File: config.mk
export PLATFORM = sky130hd
export DESIGN_NAME = updown_mod_counter
export DESIGN_NICKNAME = d
export VERILOG_FILES = /design/src/rtl/updown_mod_counter.sv
export SDC_FILE = /design/constraint.sdc
export NUM_CORES = 1
export LEC_CHECK = 0
export CAP_MARGIN = 10
export CORE_MARGIN = 2
export CORE_UTILIZATION = 30
export DETAILED_ROUTE_END_ITERATION = 12
export DONT_BUFFER_PORTS = 1
export GPL_ROUTABILITY_DRIVEN = 0
export MAX_ROUTING_LAYER = met4
export SYNTH_ARGS = -nofsm -noshare
export SYNTH_HDL_FRONTEND = slang
export SYNTH_SLANG_ARGS = --single-unit
File: constraint.sdc
create_clock -name clk -period 4.3 [get_ports clk]
set_clock_uncertainty 0.15 [all_clocks]
set_input_delay 0.86 -clock clk [delete_from_list [all_inputs] [get_ports clk]]
set_output_delay 0.86 -clock clk [all_outputs]
set_load 0.01 [all_outputs]
File: src/rtl/updown_mod_counter.sv
// rtl/updown_mod_counter.sv - parametrised up/down modulo counter with wrap/saturate and status flags
module updown_mod_counter #(
  parameter int     WIDTH     = 4,
  parameter longint MODULUS   = 16,
  parameter int     SATURATE  = 0,
  parameter int     RESET_VAL = 0
) (
  input  logic             clk,
  input  logic             rst,
  input  logic             en,
  input  logic             up,
  input  logic             load,
  input  logic [WIDTH-1:0] din,
  input  logic             clr,
  output logic [WIDTH-1:0] count,
  output logic             tc,
  output logic             carry,
  output logic             ovf
);

  localparam int               W1    = WIDTH + 1;
  localparam logic [W1-1:0]    MAX_C = W1'(MODULUS - 64'd1);
  localparam logic [WIDTH-1:0] MAX_W = MAX_C[WIDTH-1:0];
  localparam logic [WIDTH-1:0] RST_W = WIDTH'(RESET_VAL);

  logic [W1-1:0] cnt_ext;
  logic [W1-1:0] din_ext;
  logic          at_max;
  logic          at_zero;
  logic          din_ok;

  // One extra bit keeps MODULUS = 2^WIDTH representable in the compares.
  assign cnt_ext = {1'b0, count};
  assign din_ext = {1'b0, din};
  assign at_max  = (cnt_ext == MAX_C);
  assign at_zero = (count == '0);
  assign din_ok  = (din_ext <= MAX_C);

  assign tc = en & ((up & at_max) | (~up & at_zero));

  always_ff @(posedge clk or posedge rst) begin
    if (rst) begin
      count <= RST_W;
      carry <= 1'b0;
      ovf   <= 1'b0;
    end else if (clr) begin
      count <= '0;
      carry <= 1'b0;
      ovf   <= 1'b0;
    end else if (load) begin
      carry <= 1'b0;
      if (din_ok) begin
        count <= din;
      end else begin
        count <= MAX_W;
        ovf   <= 1'b1;
      end
    end else if (en) begin
      if (up) begin
        if (at_max) begin
          carry <= 1'b1;
          ovf   <= 1'b1;
          count <= (SATURATE != 0) ? count : '0;
        end else begin
          carry <= 1'b0;
          count <= count + WIDTH'(1);
        end
      end else begin
        if (at_zero) begin
          carry <= 1'b1;
          ovf   <= 1'b1;
          count <= (SATURATE != 0) ? count : MAX_W;
        end else begin
          carry <= 1'b0;
          count <= count - WIDTH'(1);
        end
      end
    end else begin
      carry <= 1'b0;
    end
  end

endmodule
Yosys cells after proc, flatten, opt, wreduce, memory -nomap -nowiden:

Index checks and enable logic that the tools add are counted.

* flip-flop bits (word level): 6
* word-level logic and storage cells: 38

* bitwise logic cells: 5
* reduce and logical (&&, ||, !) cells: 4
* multiplexer cells: 20
* add/subtract/negate cells: 2
* $lt $le $gt $ge: 1
* eq/ne operators: 3

Operators by type and width (count)
* two-way mux 4 bit: 7
* two-way mux 1 bit: 13
* adder 4 x 1 -> 4 bit, second input constant: 1
* == test 4 bit, second input constant: 1
* less-or-equal comparator 4 bit, second input constant: 1
* zero test 4 bit: 1
* != test 4 x 1 -> 1 bit, second input constant: 1
* AND reduction 4 bit: 1
* nonzero test 4 bit: 1
* subtractor 4 x 1 -> 4 bit, second input constant: 1
* bitwise AND 1 bit: 3
* != test 3 bit, second input constant: 1
* nonzero test 3 bit: 1
* NOT 1 bit: 1
* bitwise OR 1 bit: 1

Longest topological paths before layout:

Gate-level depths: netlist of run 1.

* depth in word-level cells: 6
* depth in mapped cells: 6

Least setup slack after synthesis of run 1:

Ideal clock, no wire load.

* path type: input -> output
* start: input port up
* end: output port tc
* slack: 1.594 ns
* arrival time: 1.696 ns
* stages on the path: 3
* cell sequence: buf_4 > or4b_4 > a21boi_2

* word-level cells in the longest chain between the ends: 4
* elaborated cells between the ends (all ways): 5

Ends and longest elaborated chain
* start, declared: RTL line 11 `input logic up,`
* NOT 1 bit: RTL line 39 `assign tc = en & ((up & at_max) | (~up & at_zero));`
* bitwise AND 1 bit: RTL line 39
* bitwise OR 1 bit *: RTL line 39
* bitwise AND 1 bit *: RTL line 39
* end, declared: RTL line 16 `output logic tc,`

Mark *: on every way between the ends. The rest lies on a longest branch, timed or not.

Worst setup path in the final report of run 1:

* start: register count[1]
* end: output port tc

* word-level cells in the longest chain between the ends: 4
* elaborated cells between the ends (all ways): 6

Ends and longest elaborated chain
* start, declared: RTL line 15 `output logic [WIDTH-1:0] count,`
* start signal, assigned: RTL line 53 `count <= din;`
* start signal, assigned: RTL line 63 `count <= (SATURATE != 0) ? count : '0;`
* start signal, assigned: RTL line 66 `count <= count + WIDTH'(1);`
* == test 4 bit / zero test 4 bit (equally long branches): RTL line 35, 36
* bitwise AND 1 bit: RTL line 39
* bitwise OR 1 bit *: RTL line 39
* bitwise AND 1 bit *: RTL line 39

Marks and branches as above.

==> results of run 1 <==
[cells by family after synthesis]
family / synth area share (%)
XOR/XNOR: 5.95
adder cells (fa/ha/maj): 5.66
AND/OR/NAND/NOR: 24.4
multiplexers: 4.82
flip-flops: 34.0
AO/OA/AOI/OAI: 17.6
buffers and inverters: 7.65
[metrics by stage]
step / instance area (um^2) / hold WS, ns / std cells
6_report: 464 / 0.258 / 65
5_1_grt: 464 / 0.276 / 65
4_1_cts: 464 / 0.257 / 65
3_5_place_dp: 442 / 0.410 / 62
3_3_place_gp: 442 / 0.402 / 62
2_1_floorplan: 442 / 0.379 / 49
[power breakdown]
part	internal (uW)	switching (uW)	leakage [uW]
combinational	14.5	11.5	0.000115
clock	31.6	21.3	0.0000138
sequential	60.2	9.36	0.0000798
[cells in the mapped netlist (2+ instances only)]
cell type / n
a211oi_1: 2
dfrtp_1: 6
ha_1: 2
nor2_1: 3
a21oi_1: 4
nand2_1: 6
xor2_1: 3
inv_1: 4
nor3_1: 3
[path summary, 6_finish.rpt]
check	startpoint	end	cells after the start
max	count[1]$_DFFE_PP0N_	tc	4
min	rst	ovf$_DFFE_PP0P_	1
max reg2reg	count[0]$_DFFE_PP0N_	count[3]$_DFFE_PP0N_	6
min reg2reg	ovf$_DFFE_PP0P_	ovf$_DFFE_PP0P_	2
max in group asynchronous	rst	count[2]$_DFFE_PP0N_	1
min in group clk	ovf$_DFFE_PP0P_	ovf$_DFFE_PP0P_	2
[state kept, by name, summed over array words and instances (netlist names)]
| register | flops |
|---|---|
| carry | 1 |
| count | 4 |
| ovf | 1 |
[final cells by class]
class,count,area [um^2],area share (%)
clock buffers,3,22.5,4.85
inverters,4,15.0,3.23
flip-flops and latches,6,150,32.3
multi-input cells,37,258,55.5
well taps,15,18.8,4.04
[per-layer routing]
| layer | vias up | wire length (um) | global-route usage, % | share of wire (%) |
|---|---|---|---|---|
| met5 | - | 0 | - | 0 |
| met4 | 0 | 9 | 5.63 | 1.1 |
| met3 | 2 | 67 | 6.47 | 7.9 |
| met2 | 11 | 423 | 17.5 | 50 |
| met1 | 158 | 344 | 13.2 | 41 |
| li1 | 174 | - | - | - |
[critical path, stage by stage (launching register included)]
cell	delay [ns]
dfrtp_1	0.47
inv_1	0.12
ha_1	0.17
or4b_4	0.46
a21boi_2	0.25
==> flow_summary.ini, run 1 <==
[routing]
vias = 345
dr.pass1.iters = 2
drc_errors = 0
wirelength_um = 845
ant_nets = 0
drtIter0Drc = 6
viasPerCell = 5.31
post_drt_wl_per_cell_um = 13.0

[timing]
finalHoldViolations = 0
finalWorstSetupSlack_ns = 1.57
slew_viol_final = 0
max_freq_mhz = 366
setup_tns_ns = 0
setup_viol = 0
min_period_ns = 2.73
tightest_slew_ns = 0.379
rsz0062_at_grt = no
relSlewSlack_pct = 74.1
period_share_pct = 63.6

[clocking]
cts_buffer_depth = 2
h-tree-depth = 1
hold_buffers = 0
cts_sinks = 6
cts_tree = yes
path_clk_slew_ns = 0.05
cts_made_buffers = 3
postCtsResizedCells = 0
clk_latency_ns = 0.25
post_cts_buffers = 0
root_buffer = clkbuf_4

[die]
core_area_um2 = 1330
start_util_pct = 33.1
rows = 13
io_pins = 17
dieHeight_um = 42.4
die_x_um = 42.4
die_area_um2 = 1800

[finish]
fillers = 147
mostFrequentLayoutCells = nand2_1, dfrtp_1, inv_1, a21oi_1
final_nets = 64
drive_gt1_share_pct = 16.0
diodes = 0
areaGrowthSynthToFinish_pct = 5.10
post-route-util_pct = 34.8

[yosys]
synth_top_area_share_pct = 34.0
ys_seq_elements = 6
syn_avg_cell_area_um2 = 9.01
netlist_instances = 49
syn_nets = 61
synth_ff_type = dfrtp_1
synth_area_leaders = dfrtp_1, xor2_1, ha_1
ys_async_sr_fraction_pct = 100
ys_seq_area_share_pct = 34.0
synth_area_um2 = 442
synth_area_leader_cell = dfrtp_1
synth_edf_count = 0
yosys_warnings = 0
synth_cell_type_count = 25

[placement]
port_buffers = 0
place_ws_ns = 1.71
dp_hpwl_um = 657

[worst_hold_path]
min_path_type = in2async

[global_route]
grt_pass1_vias = 340
grt_max_degree = 10
grt_pass1_wl_mm = 1.55
antenna_found_initial = 0
track_usage_pct = 12.0
grt_overflow_total = 0

[critical_path]
cp-end-kind = output pin
critPathMaxFanout = 7
start_kind = register
critPathKind = reg2out
critical_path_arrival_ns = 1.72
critical_path_required_ns = 3.29
rrSetupSlack_ns = 2.31

[power]
power.leakage_uw = 0.000208
power.density_nw_per_um2 = 320
ir_worst_vdd_uv = 106
power_uw = 148

[job]
maxCapViolCount = 0

[status]
status = complete, no violations
Power figures use the tool's default switching activity.
==> run 2: changes to the inputs <==
==> constraint.sdc (replaced) <==
create_clock -name clk -period 2.3 [get_ports clk]
set_clock_uncertainty 0.15 [all_clocks]
set_input_delay 0.46 -clock clk [delete_from_list [all_inputs] [get_ports clk]]
set_output_delay 0.46 -clock clk [all_outputs]
set_load 0.01 [all_outputs]
==> run 2 against run 1 <==
Net effect: hold slack lost 0.14 ns; sequential power grew 68%; total power grew 94%; routed wire length grew 11%; final cell count grew 7.7%; critical path type unchanged; critical endpoint unchanged; worst setup slack lost 1.4 ns; via count grew 5.2%; clock power grew 86%; sequential cell count is the same.
==> flow_summary.ini, run 2 (synthesized netlist as in run 1, its figures left out) <==
[status]
status = complete, no violations

[clocking]
clk_latency_ns = 0.25
cts_made_buffers = 3
cts_sinks = 6
h-tree-depth = 1
cts_buffer_depth = 2
postCtsResizedCells = 0
cts_tree = yes
path_clk_slew_ns = 0.05
root_buffer = clkbuf_4

[finish]
largest_register_ffs = 4
final_nets = 69
largest_register = count
drive_gt1_share_pct = 21.8
top_regs = count (4), carry (1), ovf (1)
diodes = 0
areaGrowthSynthToFinish_pct = 14.2
mostFrequentLayoutCells = nand2_1, dfrtp_1, inv_1, a21oi_1, buf_4

[critical_path]
reg2reg_from = count[0]$_DFFE_PP0N_
critical_path_required_ns = 1.69
critPathMaxFanout = 3
start_kind = register
cp-endpoint = tc
reg2regPathDepth = 6
critPathKind = reg2out
crit_start = count[1]$_DFFE_PP0N_
critical_path_arrival_ns = 1.56
r2r_end = count[3]$_DFFE_PP0N_
cp-end-kind = output pin
rrSetupSlack_ns = 0.54

[global_route]
grt_pass1_wl_mm = 1.68
grt_overflow_total = 0
met3_usage_pct = 8.19
track_usage_pct = 13.4
antenna_found_initial = 0
grt_max_degree = 10
grtUsageMet1_pct = 15.3
grt_busiest_layer = met2
use_met2_pct = 17.8
grt_pass1_vias = 347

[power]
power.leakage_uw = 0.000233
ir_worst_vdd_uv = 281
power.density_nw_per_um2 = 571

[routing]
dr.pass1.iters = 4
viasPerCell = 5.19
drc_errors = 0
vias = 363
ant_nets = 0
wirelength_um = 935
drtIter0Drc = 3
post_drt_wl_per_cell_um = 13.4

[timing]
slew_viol_final = 0
relSlewSlack_pct = 73.5
min_period_ns = 2.17
max_freq_mhz = 462
finalHoldViolations = 0
finalWorstSetupSlack_ns = 0.133
rsz0062_at_grt = no
setup_tns_ns = 0
period_share_pct = 94.2
tightest_slew_ns = 0.387
setup_viol = 0

[placement]
dp_hpwl_um = 752
port_buffers = 0
place_ws_ns = 0.388

[die]
rows = 13
die_area_um2 = 1800
start_util_pct = 33.1
core_area_um2 = 1330
io_pins = 17
die_x_um = 42.4
dieHeight_um = 42.4

[job]
maxCapViolCount = 0

[worst_hold_path]
min_path_type = in2reg
-- run 2: how the worst min path moves through the flow --
| stage | startpoint | end | slack (ns) | cells past startpoint |
|---|---|---|---|---|
| CTS | clr | carry$_DFF_PP0_ | 0.11 | 1 |
| finish | clr | carry$_DFF_PP0_ | 0.12 | 1 |
| floorplan | rst | carry$_DFF_PP0_ | 0.10 | 1 |
| global route | clr | count[1]$_DFFE_PP0N_ | 0.11 | 1 |
| global placement | rst | carry$_DFF_PP0_ | 0.13 | 1 |
| detailed placement | rst | carry$_DFF_PP0_ | 0.14 | 1 |
-- run 2: final cells by class --
type	count	area (um^2)
timing repair buffer	5	40.0
tap	15	18.8
clock buffer	3	22.5
fill	136	830
multi-input combinational	37	258
inverter	4	15.0
sequential	6	150
-- run 2: metal layers --
metal  share of wire (%)  up-vias
met5                   0        -
met3                 7.6        2
met2                  45       13
li1                    -      186
met1                  45      162
met4                 2.2        0
-- run 2: critical path, cell delays in order, from the launching register on --
cell and delay, ns:
dfrtp_1 0.37, inv_1 0.07, ha_1 0.16, or4b_4 0.46
a21boi_2 0.24
-- run 2: timing repair --
| item | in CTS | in global routing |
|---|---|---|
| endpoints found under the setup margin | 0 | 0 |
| hold buffers | 1 | 0 |
| endpoints found under the hold margin | 6 | 0 |
| setup buffers | 0 | 0 |
-- run 2: through the flow --
| step | hold slack, ns | util, % | power [uW] | cells | area, um^2 |
|---|---|---|---|---|---|
| detailed placement | 0.135 | 35.4 | 191 | 66 | 472 |
| finish | 0.116 | 37.8 | 288 | 70 | 504 |
| floorplan | 0.101 | - | 177 | 49 | 442 |
| global placement | 0.132 | 35.4 | 190 | 66 | 472 |
| global route | 0.106 | 37.8 | 307 | 70 | 504 |
| CTS | 0.115 | 37.8 | 290 | 70 | 504 |
-- run 2: power breakdown --
| part | internal (uW) | total [uW] | switching, uW |
|---|---|---|---|
| clock network | 59.1 | 98.4 | 39.3 |
| registers | 113 | 117 | 4.14 |
| logic | 35.5 | 72.7 | 37.3 |
| total | 207 | 288 | 80.8 |
